--- src/rtl/sram_req_arbiter.sv ---
// Round-robin arbiter granting one of four SRAM requesters at a time (IDLE/WAIT/DONE).
// Optional hint timeout is compiled in with `define SRAM_ARB_TIMEOUT_EN.
module sram_req_arbiter #(
  parameter int TIMEOUT_CYCLES = 64
) (
  input  logic       clk,
  input  logic       rst,
  input  logic [3:0] req,
  input  logic       fifo_i_full,
  input  logic       fifo_i_empty,
  input  logic       fifo_o_full,
  input  logic       fifo_o_empty,
  input  logic       slave_hint,
  input  logic       master_hint,
  input  logic       err_clr,
  output logic [3:0] sram_req,
  output logic [3:0] gnt,
  output logic [3:0] done,
  output logic       busy,
  output logic       timeout_err,
  output logic [1:0] state_dbg
);

  // Handshake: a requester holds req; gnt stays high from selection through the DONE
  // cycle, done pulses once on completion; sram_req drops on completion or timeout.
  typedef enum logic [1:0] {
    S_IDLE = 2'd0,
    S_WAIT = 2'd1,
    S_DONE = 2'd2
  } state_t;

  state_t     state;
  logic [1:0] last;
  logic [3:0] blocked;
  logic [3:0] eligible;
  logic [1:0] cand;
  logic [1:0] win_idx;
  logic       win_vld;
  logic       hint_hit;

  assign blocked   = {fifo_i_empty, fifo_o_full, fifo_o_empty, fifo_i_full};
  assign eligible  = req & ~blocked;
  // last holds the in-flight index during WAIT/DONE, so it also selects the hint.
  assign hint_hit  = last[1] ? master_hint : slave_hint;
  assign state_dbg = state;

  always_comb begin
    win_vld = 1'b0;
    win_idx = last;
    cand    = '0;
    for (int k = 1; k <= 4; k++) begin
      cand = last + 2'(k);
      if (!win_vld && eligible[cand]) begin
        win_vld = 1'b1;
        win_idx = cand;
      end
    end
  end

`ifdef SRAM_ARB_TIMEOUT_EN
  logic [7:0] tmo_cnt;
  logic       tmo_hit;
  assign tmo_hit = (tmo_cnt == 8'(TIMEOUT_CYCLES - 1));
`else
  logic unused_cfg;
  assign unused_cfg  = err_clr ^ TIMEOUT_CYCLES[0];
  assign timeout_err = 1'b0;
`endif

  always_ff @(posedge clk or posedge rst) begin
    if (rst) begin
      state    <= S_IDLE;
      sram_req <= '0;
      gnt      <= '0;
      done     <= '0;
      busy     <= 1'b0;
      last     <= 2'd3;
`ifdef SRAM_ARB_TIMEOUT_EN
      tmo_cnt     <= '0;
      timeout_err <= 1'b0;
`endif
    end else begin
      done <= '0;
`ifdef SRAM_ARB_TIMEOUT_EN
      // A timeout set later in this block overrides the clear.
      if (err_clr) timeout_err <= 1'b0;
`endif
      case (state)
        S_IDLE: begin
          if (win_vld) begin
            gnt      <= 4'b0001 << win_idx;
            sram_req <= 4'b0001 << win_idx;
            last     <= win_idx;
            busy     <= 1'b1;
            state    <= S_WAIT;
`ifdef SRAM_ARB_TIMEOUT_EN
            tmo_cnt  <= '0;
`endif
          end
        end
        S_WAIT: begin
          if (hint_hit) begin
            sram_req <= '0;
            done     <= gnt;
            state    <= S_DONE;
          end
`ifdef SRAM_ARB_TIMEOUT_EN
          else if (tmo_hit) begin
            sram_req    <= '0;
            timeout_err <= 1'b1;
            state       <= S_DONE;
          end else begin
            tmo_cnt <= tmo_cnt + 8'd1;
          end
`endif
        end
        S_DONE: begin
          gnt   <= '0;
          busy  <= 1'b0;
          state <= S_IDLE;
        end
        default: state <= S_IDLE;
      endcase
    end
  end

endmodule

--- config.mk ---
export PLATFORM = sky130hd
export DESIGN_NAME = sram_req_arbiter
export DESIGN_NICKNAME = d
export VERILOG_FILES = /design/src/rtl/sram_req_arbiter.sv
export SDC_FILE = /design/constraint.sdc
export NUM_CORES = 1
export LEC_CHECK = 0
export ABC_AREA = 1
export BUFFER_PORTS_ARGS = -buffer_cell sky130_fd_sc_hd__buf_2
export CAP_MARGIN = 20
export CORE_AREA = 2 2 50 52
export CTS_BUF_LIST = sky130_fd_sc_hd__clkbuf_2
export DETAILED_ROUTE_END_ITERATION = 12
export DIE_AREA = 0 0 52 54
export GPL_ROUTABILITY_DRIVEN = 0
export HOLD_SLACK_MARGIN = 0.1
export PLACE_DENSITY = 0.75
export SLEW_MARGIN = 15
export SYNTH_ARGS = -nofsm -noshare
export SYNTH_HDL_FRONTEND = slang
export SYNTH_SLANG_ARGS = --single-unit
--- constraint.sdc ---
create_clock -name clk -period 1.6 [get_ports clk]
set_input_delay 0.24 -clock clk [delete_from_list [all_inputs] [get_ports clk]]
set_output_delay 0.24 -clock clk [all_outputs]
set_load 0.03 [all_outputs]
# Yosys cells after proc, flatten, opt, wreduce, memory -nomap -nowiden
# Cells that the tools add are included.
# word_totals
in_bits,13
out_inout_bits,16
regBits,17
# op_classes
n_bitwise,2
reduce_logical,13
add_sub_neg,3
eq_ne,4
muxes,28
shifts,1
magnitude_cmp,4
# op_table
operator,count
4-bit 2-to-1 mux,4
4-bit one-hot mux with 2 select lines,2
2-bit by 3-bit less-than comparator with 1-bit output (second input constant),4
2-bit 2-to-1 mux,6
1-bit 2-to-1 mux,10
1-bit binary-select mux with 2-bit select,4
2-bit AND reduction,3
2-bit adder (second input constant),2
4-bit AND,1
2-bit != test (second input constant),2
4-bit NOT,1
2-bit one-hot mux with 2 select lines,1
2-bit nonzero test,2
1-bit by 2-bit left shift with 4-bit output (first input constant),1
1-bit logical AND,3
1-bit zero test,3
3-bit AND reduction,1
2-bit by 1-bit adder with 2-bit output (second input constant),1
2-bit by 1-bit equality test with 1-bit output (second input constant),1
2-bit equality test (second input constant),1
2-bit zero test,1
1-bit one-hot mux with 2 select lines,1

# Longest topological paths before layout
# depth
word_depth,17
depth_mapped,14
mapped_depth_nobuf,13

# Worst setup path after synthesis
# OpenSTA, ideal clock, no wires.
# synth_timing
kind,register to register
start,reg last[0]
end,reg gnt[0]
arrival_time_ns,1.507
t_required_ns,1.534
n_path_buf,2
path_stages_with_launch,13
synth_period_minus_slack_ns,1.573
setup_time_ns,0.066
slack_ns,0.027
path_cell_list,dfstp_2 > buf_6 > nand2_1 > nand2_4 > nand3_2 > nand2_4 > nand2_2 > nor2_2 > nand2_2 > nand2_4 > buf_12 > nand3_1 > nand2_1
# synth_via
elab_chain_cells,16
# synth_lines
item,line,rtl
"start, declared",33,logic [1:0] last;
"start signal, assigned",93,last <= win_idx;
2-bit by 1-bit adder with 2-bit output,52,cand = last + 2'(k);
1-bit binary-select mux with 2-bit select,53,if (!win_vld && eligible[cand]) begin
1-bit 2-to-1 mux (not written as such),53,
1-bit 2-to-1 mux,53,
1-bit zero test,53,
1-bit logical AND,53,
1-bit 2-to-1 mux,53,
1-bit zero test,53,
1-bit logical AND,53,
1-bit 2-to-1 mux,53,
1-bit zero test,53,
1-bit logical AND,53,
2-bit 2-to-1 mux,53,
1-bit by 2-bit left shift with 4-bit output,91,gnt <= 4'b0001 << win_idx;
4-bit 2-to-1 mux,90,if (win_vld) begin
4-bit one-hot mux with 2 select lines,88,case (state)
"end signal, assigned",91,
"end, declared",17,"output logic [3:0] gnt,"
# Several ways; a longest one is shown, not always the timed one. The select of a mux whose other input is x is not followed.
# A chain may end at the register's enable or synchronous reset.

# Worst setup path after layout
# layout_timing
start,reg last[0]
end,reg sram_req[0]
# layout_via
elab_chain_cells,16
# layout_lines
item,line,rtl
2-bit by 1-bit adder with 2-bit output,52,
1-bit binary-select mux with 2-bit select,53,
1-bit 2-to-1 mux (not written as such),53,
1-bit 2-to-1 mux,53,
1-bit zero test,53,
1-bit logical AND,53,
1-bit 2-to-1 mux,53,
1-bit zero test,53,
1-bit logical AND,53,
1-bit 2-to-1 mux,53,
1-bit zero test,53,
1-bit logical AND,53,
2-bit 2-to-1 mux,53,
1-bit by 2-bit left shift with 4-bit output,92,sram_req <= 4'b0001 << win_idx;
4-bit 2-to-1 mux,90,
4-bit one-hot mux with 2 select lines,88,
"end signal, assigned",92,
"end, declared",16,"output logic [3:0] sram_req,"
# Several ways; a longest one is shown, not always the timed one. The select of a mux whose other input is x is not followed.

==> reports/metrics.csv <==
stage,metric,value,unit
power,power_density,2360,mW/mm²
floorplanning,die_area,0.00281,mm²
run_status,failed_checks,setup timing,
clock_tree,htree_levels,1,
global_routing,track_usage,19.0,%
clock_tree,clock_latency,0.30,ns
worst_setup_path,ff2ff_setup_slack,-0.14,ns
timing,hold_violations,0,
cells_and_area,regArea,428,µm²
timing,finClkSkew,0.00734,ns
detailed_routing,wl_per_cell,12.7,µm
floorplanning,ios,29,
cells_and_area,final_nets,184,
global_routing,grt_pass1_wl,3.84,mm
detailed_routing,drcViolationCount,0,
timing,min_period,1.74,ns
floorplanning,std_cell_rows,18,
cells_and_area,drive_above_1_share,54.7,%
logic_synthesis,synth_cells,130,
logic_synthesis,synth_area,0.00105,mm²
global_routing,antenna_found_initial,0,
detailed_routing,drt_iter0_markers,15,
clock_tree,cts_buffers,3,
worst_setup_path,critical_path.slowest_cell,dfstp_2,
worst_setup_path,startpoint,last[0],
cells_and_area,syn_to_final_growth,43.0,%
worst_setup_path,r2r-start,last[0],
global_routing,grt_max_degree,18,
detailed_routing,vias,968,
worst_setup_path,crit_chain,buf_12 -> nand2_4 -> nand2_4 -> nand3_4 -> nand2_4 -> nand2_2 -> nor2_2 -> nand2_2 -> nand2_8 -> buf_12 -> nand3_2 -> nand2_2,
worst_setup_path,critical_path.top_delay_family,simple AND/OR/NAND/NOR gates,
detailed_routing,drt_pass1_iterations,4,
worst_setup_path,path_buf_inv,2,
floorplanning,dieHeight,54,µm
clock_tree,cts_sinks,17,
placed_design,place.port_buffers,26,
placed_design,dpl-instance-area,0.00125,mm²
timing,final_max_slew_viol_count,0,
worst_setup_path,cp.required,1.85,ns
logic_synthesis,syn-mean-instance-area,8.08,µm²
placed_design,pre_cts_ws,-0.153,ns
cells_and_area,design_area,0.00150,mm²
detailed_routing,viasPerCell,4.84,
logic_synthesis,ys_seq_area_share,40.8,%
logic_synthesis,yosysWarningCount,0,
global_routing,grt_pass1_vias,925,
clock_tree,cts_root_buf,clkbuf_2,
timing,tightest_slew,0.627,ns
hold_path,hp-start,master_hint,
cells_and_area,multi_input_area,652,µm²
detailed_routing,totalWireLength,2.53,mm
worst_setup_path,worstSetupStartpointType,flip-flop,
power,irDropWorstVdd,1.51,mV
cells_and_area,insertedDiodeCount,0,
power,power_leakage,0.815,nW
run,drv_cap,0,
run_status,run_status,"complete, but fails checks",
worst_setup_path,worstSetupPathType,reg2reg,
logic_synthesis,ys_types,21,
timing,slew_headroom,58.2,%
cells_and_area,fin_util,64.7,%
floorplanning,start_util,45.3,%
worst_setup_path,critical_path.max_fanout,8,
logic_synthesis,ys_ff_latch,17,
floorplanning,die_width,52,µm
timing,setup_ws,-0.141,ns
detailed_routing,final_antenna_net_count,0,
clock_tree,cts_buffer_depth,2,
global_routing,grt-ovfl-total,0,
placed_design,dpl.hpwl,1.68,mm
timing,setup_viol,12,
logic_synthesis,synth_nets,143,
worst_setup_path,arrival,1.99,ns
timing,min_period_over_period,109,%
timing,fmax,574,MHz
timing,whs,0.245,ns
worst_setup_path,crit_path_end_kind,flip-flop,
worst_setup_path,crit_path_max_incr_delay,0.57,ns
timing,rsz0062_at_grt,true,
clock_tree,clk_pin_slew_worst_paths,0.16,ns
clock_tree,cts_tree,done,
floorplanning,core_area,0.00232,mm²
cells_and_area,fillers,208,
hold_path,hold_class,in2reg,
[timing repair]
item	4_1_cts	5_1_grt
endpoints found under the hold margin	15	0
endpoints found under the setup margin	12	16
resized for setup	19	21
pin swaps	9	14
hold buffers	1	0
buffers inserted	3	2
[kinds of logic after synthesis]
logic type / share of synthesized area [%]
other cells: 0.357
simple gates: 43.6
compound gates: 1.91
buf+inv: 12.4
flops: 40.8
mux: 0.954
[stage by stage]
step	setup TNS (ns)	total power, mW	cells
6_report	-1.45	3.55	200
3_3_place_gp	-0.954	2.63	190
3_5_place_dp	-1.45	2.69	190
5_1_grt	-2.84	3.81	200
4_1_cts	-0.984	3.20	198
2_1_floorplan	0	2.17	130
[flip-flops by register name, summed over array words and instances, names as in the netlist]
| register | flops |
|---|---|
| busy | 1 |
| done | 4 |
| gnt | 4 |
| last | 2 |
| sram_req | 4 |
| state_dbg | 2 |
[placed cells by master (no fill, tap or decap)]
cell type / synthesis / final
nand2_1: 35 / 26
buf_2: 0 / 26
dfrtp_1: 15 / 15
inv_1: 16 / 13
nand2_2: 7 / 12
nand3_2: 6 / 12
nand3_1: 20 / 9
buf_4: 1 / 9
nand2_4: 5 / 8
nor2_1: 8 / 7
nand3_4: 1 / 6
clkbuf_2: 0 / 4
inv_2: 0 / 3
buf_12: 1 / 3
a21oi_1: 2 / 2
nor2_4: 0 / 2
dfstp_2: 2 / 2
inv_6: 1 / 1
inv_12: 0 / 1
o21ai_0: 2 / 1
nand4_1: 1 / 1
nor2_2: 2 / 1
nand2_8: 0 / 1
mux2i_1: 1 / 1
o21ai_2: 0 / 1
conb_1: 1 / 1
dlygate4sd3_1: 0 / 1
buf_6: 2 / 1
[path summary, 6_finish.rpt]
kind	endpoint	cells after the start
setup / recovery	sram_req[0]	12
hold / removal	state_dbg[0]	4
setup reg to reg	sram_req[0]	12
hold reg to reg	busy	2
max in group asynchronous	busy	3
min in group asynchronous	done[3]	3
[worst reg2reg max path, delay by kind of cell (launching register included)]
kind | cells | cell delay (ns)
AND/OR/NAND/NOR | 10 | 0.85
flip-flops | 1 | 0.57
buffers and inverters | 2 | 0.28
[cells in the mapped netlist]
library cell	number	area share, %
o21ai_0	2	0.95
inv_6	1	0.83
buf_12	1	1.9
nand2_1	35	13
nand4_1	1	0.60
nand3_4	1	1.7
nor2_1	8	2.9
inv_8	1	1.1
nand3_1	20	9.5
nand2_4	5	5.4
a21oi_1	2	0.95
dfrtp_1	15	36
dfstp_2	2	5.0
nor2_2	2	1.2
conb_1	1	0.36
buf_6	2	2.1
inv_1	16	5.7
nand2_2	7	4.2
nand3_2	6	5.7
mux2i_1	1	0.95
buf_4	1	0.72
[layout make-up]
cell class / instances / share of cell area [%]
Multi-Input combinational cell: 91 / 43.4
Sequential cell: 17 / 28.5
Timing Repair Buffer: 40 / 18.6
Inverter: 18 / 5.67
Tap cell: 30 / 2.50
Clock buffer: 4 / 1.33
[report_power, final]
group	switching, mW	internal [mW]	leakage, nW
Sequential	0.122	0.592	0.217
Combinational	1.58	1.06	0.581
Clock	0.132	0.0663	0.0166
Total	1.83	1.72	0.815
[layer usage]
layer  wire length [µm]  part of all wire [%]  global-route usage, %  vias to the layer above
li1                   -                     -                      -                      484
met1                941                    37                   20.5                      451
met2               1450                    57                   37.1                       27
met3                105                   4.1                   2.22                        6
met4                 38                   1.5                   7.89                        0
met5                  0                     0                      0                        -
Note: power is estimated with default switching activity, not from simulation.
